### src/rtl/photonic_switch_sequencer_pkg.sv
// Shared types and default constants for the photonic switch sequencer.
package photonic_switch_sequencer_pkg;

    localparam int PSS_PERIOD         = 25;
    localparam int PSS_SETTLE_PERIODS = 8;
    localparam int PSS_DUTY_W         = 5;

    typedef enum logic [1:0] {
        ST_IDLE = 2'd0,
        ST_RUN  = 2'd1,
        ST_DONE = 2'd2
    } pss_state_e;

    // Counter/index width that never collapses to zero bits.
    function automatic int pss_width(input int n);
        return (n > 1) ? $clog2(n) : 1;
    endfunction

endpackage

### src/rtl/photonic_switch_sequencer_pwm_gen.sv
// Heater PWM generator: period counter, duty compare and period-start strobe.
module pss_pwm_gen
    import photonic_switch_sequencer_pkg::*;
#(
    parameter int PERIOD = PSS_PERIOD,
    parameter int DUTY_W = PSS_DUTY_W
) (
    input  logic              clk,
    input  logic              reset,
    input  logic              en,
    input  logic              run,
    input  logic [DUTY_W-1:0] duty,
    output logic              pwm_out,
    output logic              pwm_freq,
    output logic              period_end
);

    localparam int CNT_W = pss_width(PERIOD);
    localparam int CMP_W = ((CNT_W > DUTY_W) ? CNT_W : DUTY_W) + 1;

    logic [CNT_W-1:0] count;

    // NOTE: sequential state uses non-blocking (<=) so every flop samples pre-edge values.
    always_ff @(posedge clk) begin
        if (!reset) begin
            count <= '0;
        end else if (en) begin
            if (!run || period_end) begin
                count <= '0;
            end else begin
                count <= count + 1'b1;
            end
        end
    end

    assign period_end = run && (count == CNT_W'(PERIOD - 1));
    // Both sides widened so a duty code at or above PERIOD holds the output high.
    assign pwm_out    = run && (CMP_W'(count) < CMP_W'(duty));
    assign pwm_freq   = run && (count == '0);

endmodule

### src/rtl/photonic_switch_sequencer.sv
// Photonic switch sequencer: arbitrates heater requests and drives one shared PWM.
// Define PSS_ROUND_ROBIN_EN for round-robin arbitration; default is fixed priority.
module photonic_switch_sequencer
    import photonic_switch_sequencer_pkg::*;
#(
    parameter int N_REQ          = 4,
    parameter int DUTY_W         = PSS_DUTY_W,
    parameter int PERIOD         = PSS_PERIOD,
    parameter int SETTLE_PERIODS = PSS_SETTLE_PERIODS
) (
    input  logic                          clk,
    input  logic                          reset,
    input  logic                          en,
    input  logic [N_REQ-1:0]              req,
    input  logic [N_REQ*DUTY_W-1:0]       duty_in,
    output logic [N_REQ-1:0]              gnt,
    output logic [pss_width(N_REQ)-1:0]   active_ch,
    output logic                          busy,
    output logic                          done,
    output logic                          pwm_out,
    output logic                          pwm_freq
);

    localparam int IDX_W = pss_width(N_REQ);
    localparam int SET_W = pss_width(SETTLE_PERIODS);

    pss_state_e        state;
    logic [DUTY_W-1:0] duty_q;
    logic [SET_W-1:0]  settle_cnt;
    logic              period_end;

    logic [IDX_W-1:0]  start;
    logic              pick_found;
    logic [IDX_W-1:0]  pick_idx;
    logic [N_REQ-1:0]  pick_onehot;
    logic [DUTY_W-1:0] pick_duty;
    int                best_d;

    // NOTE: every output of this block gets a default first so no latch is inferred.
    always_comb begin
        pick_found  = 1'b0;
        pick_idx    = '0;
        pick_onehot = '0;
        pick_duty   = '0;
        best_d      = N_REQ;
        for (int j = 0; j < N_REQ; j++) begin
            int d;
            d = j - int'(start);
            if (d < 0) d = d + N_REQ;
            if (req[j] && d < best_d) begin
                best_d     = d;
                pick_found = 1'b1;
                pick_idx   = IDX_W'(j);
            end
        end
        for (int j = 0; j < N_REQ; j++) begin
            if (pick_found && IDX_W'(j) == pick_idx) begin
                pick_onehot[j] = 1'b1;
                pick_duty      = duty_in[j*DUTY_W +: DUTY_W];
            end
        end
    end

`ifdef PSS_ROUND_ROBIN_EN
    // Pointer holds the index where the next search begins.
    logic [IDX_W-1:0] ptr;

    always_ff @(posedge clk) begin
        if (!reset) begin
            ptr <= '0;
        end else if (en && state == ST_IDLE && pick_found) begin
            ptr <= (pick_idx == IDX_W'(N_REQ - 1)) ? '0 : pick_idx + 1'b1;
        end
    end

    assign start = ptr;
`else
    assign start = '0;
`endif

    always_ff @(posedge clk) begin
        if (!reset) begin
            state      <= ST_IDLE;
            gnt        <= '0;
            active_ch  <= '0;
            duty_q     <= '0;
            settle_cnt <= '0;
        end else if (en) begin
            unique case (state)
                ST_IDLE: begin
                    if (pick_found) begin
                        state      <= ST_RUN;
                        gnt        <= pick_onehot;
                        active_ch  <= pick_idx;
                        duty_q     <= pick_duty;
                        settle_cnt <= '0;
                    end
                end
                ST_RUN: begin
                    // Losing the granted request abandons the grant without a done pulse.
                    if (!(|(req & gnt))) begin
                        state     <= ST_IDLE;
                        gnt       <= '0;
                        active_ch <= '0;
                        duty_q    <= '0;
                    end else if (period_end) begin
                        if (settle_cnt == SET_W'(SETTLE_PERIODS - 1)) begin
                            state <= ST_DONE;
                        end else begin
                            settle_cnt <= settle_cnt + 1'b1;
                        end
                    end
                end
                ST_DONE: begin
                    state     <= ST_IDLE;
                    gnt       <= '0;
                    active_ch <= '0;
                    duty_q    <= '0;
                end
                default: begin
                    state     <= ST_IDLE;
                    gnt       <= '0;
                    active_ch <= '0;
                end
            endcase
        end
    end

    assign busy = (state != ST_IDLE);
    assign done = (state == ST_DONE);

    pss_pwm_gen #(
        .PERIOD (PERIOD),
        .DUTY_W (DUTY_W)
    ) u_pwm (
        .clk        (clk),
        .reset      (reset),
        .en         (en),
        .run        (state == ST_RUN),
        .duty       (duty_q),
        .pwm_out    (pwm_out),
        .pwm_freq   (pwm_freq),
        .period_end (period_end)
    );

endmodule

### config.mk
export PLATFORM = sky130hd
export DESIGN_NAME = photonic_switch_sequencer
export DESIGN_NICKNAME = d
export VERILOG_FILES = /design/src/rtl/photonic_switch_sequencer_pkg.sv /design/src/rtl/photonic_switch_sequencer_pwm_gen.sv /design/src/rtl/photonic_switch_sequencer.sv
export SDC_FILE = /design/constraint.sdc
export NUM_CORES = 1
export LEC_CHECK = 0
export BUFFER_PORTS_ARGS = -buffer_cell sky130_fd_sc_hd__buf_2
export CAP_MARGIN = 0
export CORE_ASPECT_RATIO = 0.8
export CORE_MARGIN = 2
export CORE_UTILIZATION = 50
export CTS_CLUSTER_DIAMETER = 50
export CTS_CLUSTER_SIZE = 14
export DETAILED_ROUTE_END_ITERATION = 7
export PLACE_DENSITY_LB_ADDON = 0.15
export REMOVE_ABC_BUFFERS = 1
export SLEW_MARGIN = 20
export SYNTH_ARGS = -nofsm -noshare
export SYNTH_HDL_FRONTEND = slang
export SYNTH_SLANG_ARGS = --single-unit
### constraint.sdc
create_clock -name clk -period 4.6 [get_ports clk]
set_clock_uncertainty 0.05 [all_clocks]
set_input_delay 0.92 -clock clk [delete_from_list [all_inputs] [get_ports clk]]
set_output_delay 0.92 -clock clk [all_outputs]
set_load 0.02 [all_outputs]
Word-level counts from Yosys, hierarchy flattened
Cells that the tools add are included.
W data, S select, Z words.
- add/sub/neg operators: 2
- order comparisons: 4
- equal/unequal tests: 14
- multiplexer cells: 38
- bitwise gates (word level): 1
- reductions and logical operators: 23
- operators by type and width (kind ; number):
    $mux W5 ; 7
    $mux W3 ; 7
    $mux W2 ; 8
    $pmux W5 S3 ; 1
    $logic_and A1 B1 Y1 ; 10
    $ne A2 B2 Y1 const B ; 5
    $mux W1 ; 9
    $mux W4 ; 2
    $pmux W2 S2 ; 2
    $pmux W4 S2 ; 1
    $reduce_and A4 Y1 ; 2
    $lt A2 B3 Y1 const A ; 2
    $ne A3 B3 Y1 const B ; 2
    $pmux W3 S2 ; 1
    $reduce_and A6 Y1 ; 1
    $add A5 B1 Y5 const B ; 1
    $eq A5 B5 Y1 const B ; 1
    $logic_not A5 Y1 ; 1
    $lt A5 B5 Y1 ; 1
    $and A4 B4 Y4 ; 1
    $eq A2 B2 Y1 const A ; 2
    $logic_not A2 Y1 ; 2
    $reduce_bool A2 Y1 ; 2
    $reduce_or A4 Y1 ; 1
    10 further kinds ; 10
- register bits after elaboration: 21
- output and inout port bits: 10
- logic and storage cells: 88

Logic depth before layout (Yosys ltp)
- depth in word-level cells: 18
- depth in mapped cells: 8
- gate-level depth less buffers: 7

Hierarchy
From an unflattened synthesis, not the netlist that was laid out.
- cell total of the unflattened synthesis: 164
- area total of the unflattened synthesis: 1396.3 um^2
- modules (own cells, without submodules) (module ; instances ; cells an instance ; area an instance (um^2) ; seq. area each (um^2)):
    photonic_switch_sequencer ; 1 ; 111 ; 983.4 ; 320.3
    pss_pwm_gen ; 1 ; 53 ; 412.9 ; 100.1

Worst setup path before layout
Ideal clock, no wire load.
- path type: register to output
- start point: reg duty_q[1]
- end point: out pwm_out
- arrival: 1.451 ns
- path slack: 2.179 ns
- cell stages (with the launch flop): 7
- buffers on the path: 0
- path through: dfxtp_1 inv_1 ha_1 a21o_1 a21o_1 a21o_1 a21oi_1
- longest elaborated chain between the ends: 2
- ends and longest elaborated chain (element ; RTL line ; text):
    start: declaration ; photonic_switch_sequencer.sv:28 ; logic [DUTY_W-1:0] duty_q;
    start signal: assignment ; photonic_switch_sequencer.sv:95 ; duty_q <= pick_duty;
    $lt A5 B5 Y1 ; photonic_switch_sequencer_pwm_gen.sv:38 ; assign pwm_out = run && (CMP_W'(count) < CMP_W'(duty));
    $logic_and A1 B1 Y1 ; photonic_switch_sequencer_pwm_gen.sv:38 ;
    end: declaration ; photonic_switch_sequencer.sv:20 ; output logic pwm_out,
Every way passes these cells.

Worst setup path in the final report
- start point: reg u_pwm.count[1]
- end point: out pwm_out
- longest elaborated chain between the ends: 2
- ends and longest elaborated chain (element ; RTL line ; text):
    start: declaration ; photonic_switch_sequencer_pwm_gen.sv:21 ; logic [CNT_W-1:0] count;
    start signal: assignment ; photonic_switch_sequencer_pwm_gen.sv:31 ; count <= count + 1'b1;
    $lt A5 B5 Y1 ; photonic_switch_sequencer_pwm_gen.sv:38 ;
    $logic_and A1 B1 Y1 ; photonic_switch_sequencer_pwm_gen.sv:38 ;
Every way passes these cells.

==> impl_metrics.json <==
{
  "grt_overflow_total": 0,
  "drtPass1Iterations": 4,
  "cts_resized": 0,
  "cts-root-buf": "clkbuf_4",
  "fin_setup_tns_ns": 0,
  "grt_pass1_vias": 1140,
  "place_area_sq_um": 1545,
  "setup_viol": 0,
  "yosys_warnings": 0,
  "cts.sinks": 21,
  "drtAntennaViolNets": 0,
  "netlist_area_sq_um": 1359,
  "stdcell_area_sq_um": 1572,
  "rsz0062_at_grt": "false",
  "clk_pin_slew_ns": 0.11,
  "start_util_pct": 53.87,
  "area_growth_pct": 15.65,
  "clockBufferDepth": 2,
  "startpoint_type": "flop",
  "antenna_cells": 0,
  "drive_gt1_share_pct": 22.96,
  "power_density_nw_per_um2": 231.5,
  "crit_buf_inv": 1,
  "core_area_sq_um": 2522,
  "ys_ff_latch": 21,
  "die_w_um": 62.29,
  "final_common_cell": "buf_2",
  "cp.required_ns": 3.63,
  "synth-compound-area-share_pct": 20.35,
  "hp-class": "flop to flop",
  "slew_viol_final": 0,
  "max_stage_delay_ns": 0.43,
  "insertion_delay_ns": 0.30,
  "synth-seq-area-share_pct": 30.94,
  "grtUsageTotal_pct": 20.15,
  "crit_chain": "ha_1, a21o_1, a21o_1, a21o_1, a21oi_1, buf_2",
  "dieArea_sq_um": 3153,
  "cp_top_family": "compound AO/OA/AOI/OAI gates",
  "ir_drop_mv": 0.1468,
  "synth_top_family_by_area": "simple AND/OR/NAND/NOR gates",
  "dr_total_vias": 1212,
  "wl_per_cell_um": 12.33,
  "h-tree-depth": 1,
  "crit_slowest_cell": "dfxtp_1",
  "finalCritPeriodShare_pct": 60.03,
  "grt_pass1_wl_um": 5037,
  "io_pins": 37,
  "yosysUniqueCellTypes": 34,
  "avgViaCountPerCell": 5.224,
  "die_h_um": 50.63,
  "nets": 236,
  "rows": 16,
  "drc": 0,
  "period_needed_ns": 2.761,
  "cp-end-kind": "output pin",
  "worst_pin_slew_ns": 0.4652,
  "cts_buffers": 3,
  "leakagePower_nw": 0.7268,
  "fmax_mhz": 362.1,
  "layout_common_cells": "buf_2 (36), nand2_1 (32), dfxtp_1 (21), ha_1 (12)",
  "avgSynthCellArea_sq_um": 8.388,
  "crit_top_cell": "a21o_1",
  "grt_max_degree": 23,
  "routed_wirelength_um": 2860,
  "arrival_ns": 1.79,
  "antenna_found_initial": 0,
  "fillers": 253,
  "synthSimpleGateAreaFrac_pct": 23.20,
  "dpl.hpwl_um": 2299,
  "drt-initial-drc-count": 48,
  "tritoncts": "done",
  "slew_headroom_pct": 68.87,
  "maxCapViolations": 0,
  "status": "finished, final reports clean",
  "gp_congestion": 0.7639,
  "io_buffers": 36,
  "critPathMaxFanout": 5,
  "critPathKind": "flop to output pin",
  "muxShareOfSynthArea_pct": 6.630,
  "netlist_instances": 162,
  "synth_xor_area_share_pct": 1.934,
  "hold_viol": 0,
  "synthAdderAreaFrac_pct": 11.05,
  "post-cts-setup-buffers": 0,
  "hold_buffers": 0
}
synth_stat cells (all sizes together):
master,number,area share [%]
o211ai,1,0.55
nor2,9,2.5
nand3,7,2.6
ha,12,11
a21o,3,1.7
o31ai,1,1.6
a32o,5,3.7
buf,3,2.0
dfxtp,21,31
or3,2,1.3
and2,1,0.46
nor2b,2,1.1
xor2,3,1.9
nand4,2,0.92
a21boi,8,4.4
clkbuf,3,0.83
nand4b,1,0.64
inv,11,3.0
and4b,1,0.74
a21oi,3,1.1
a22o,2,1.3
nand2b,4,1.8
o21ai,12,4.7
nor4b,1,1.7
nand2,32,8.8
mux2i,9,6.6
nand3b,1,0.55
o2111ai,1,0.64
o31a,1,0.74
layer usage:
| layer | vias up | GRT usage (%) | share of wire (%) |
|---|---|---|---|
| met5 | - | 0 | 0 |
| met4 | 0 | 2.222 | 0.28 |
| met3 | 2 | 5.157 | 2.6 |
| met2 | 18 | 34.42 | 46 |
| met1 | 557 | 26.72 | 51 |
| li1 | 635 | - | - |
worst min-delay path, stage by stage, from the launching register on:
cell and delay [ns]:
dfxtp_1 0.32, nand2_1 0.05, a21boi_0 0.06
path summary, 6_finish.rpt:
path                                             startpoint                         to  slack [ns]  cells past startpoint
worst max-delay path            u_pwm.count[1]$_SDFFE_PN0P_                    pwm_out        1.84                      6
worst min-delay path              active_ch[1]$_SDFFE_PN0P_  active_ch[1]$_SDFFE_PN0P_        0.42                      2
worst max register to register        state[0]$_SDFFE_PN0P_     duty_q[3]$_SDFFE_PN0P_        2.54                      7
worst min register to register    active_ch[1]$_SDFFE_PN0P_  active_ch[1]$_SDFFE_PN0P_        0.42                      2
logic make-up after synthesis:
family,count (synthesis)
and+or+nand+nor,63
buffers and inverters,17
AOI/OAI and AO/OA,37
DFF,21
xor gates and xnor gates,3
muxes,9
adders and majority gates,12
area by class of cell:
type | count | area (sq um) | area share (%)
flip-flops and latches | 21 | 420.4 | 26.75
repair buffers | 36 | 180.2 | 11.46
clock buffers | 4 | 26.28 | 1.672
inverters | 11 | 41.29 | 2.627
multi-input cells | 124 | 858.3 | 54.62
well taps | 36 | 45.04 | 2.866
through the flow:
stage	util, %	cells	setup WS (ns)	hold slack [ns]	power (mW)
4_1_cts	62.30	232	1.816	0.4245	0.3698
2_1_floorplan	-	156	2.179	0.3919	0.2477
3_5_place_dp	61.26	228	1.958	0.4075	0.2809
6_report	62.30	232	1.839	0.4208	0.3638
5_1_grt	62.30	232	1.715	0.4505	0.3895
3_3_place_gp	61.26	228	2.006	0.3986	0.2779
report_power, final:
part / leakage [nW] / switching (mW) / internal, mW
sequential: 0.171 / 0.00464 / 0.188
clock: 0.0150 / 0.0535 / 0.0338
combinational: 0.541 / 0.0478 / 0.0357
total: 0.727 / 0.106 / 0.258
sequential cells by signal, summed over array words and instances, names as in the netlist:
signal,cells
gnt,4
state,2
u_pwm.count,5
settle_cnt,3
duty_q,5
active_ch,2
No activity file was read; power rests on OpenSTA's default activity.
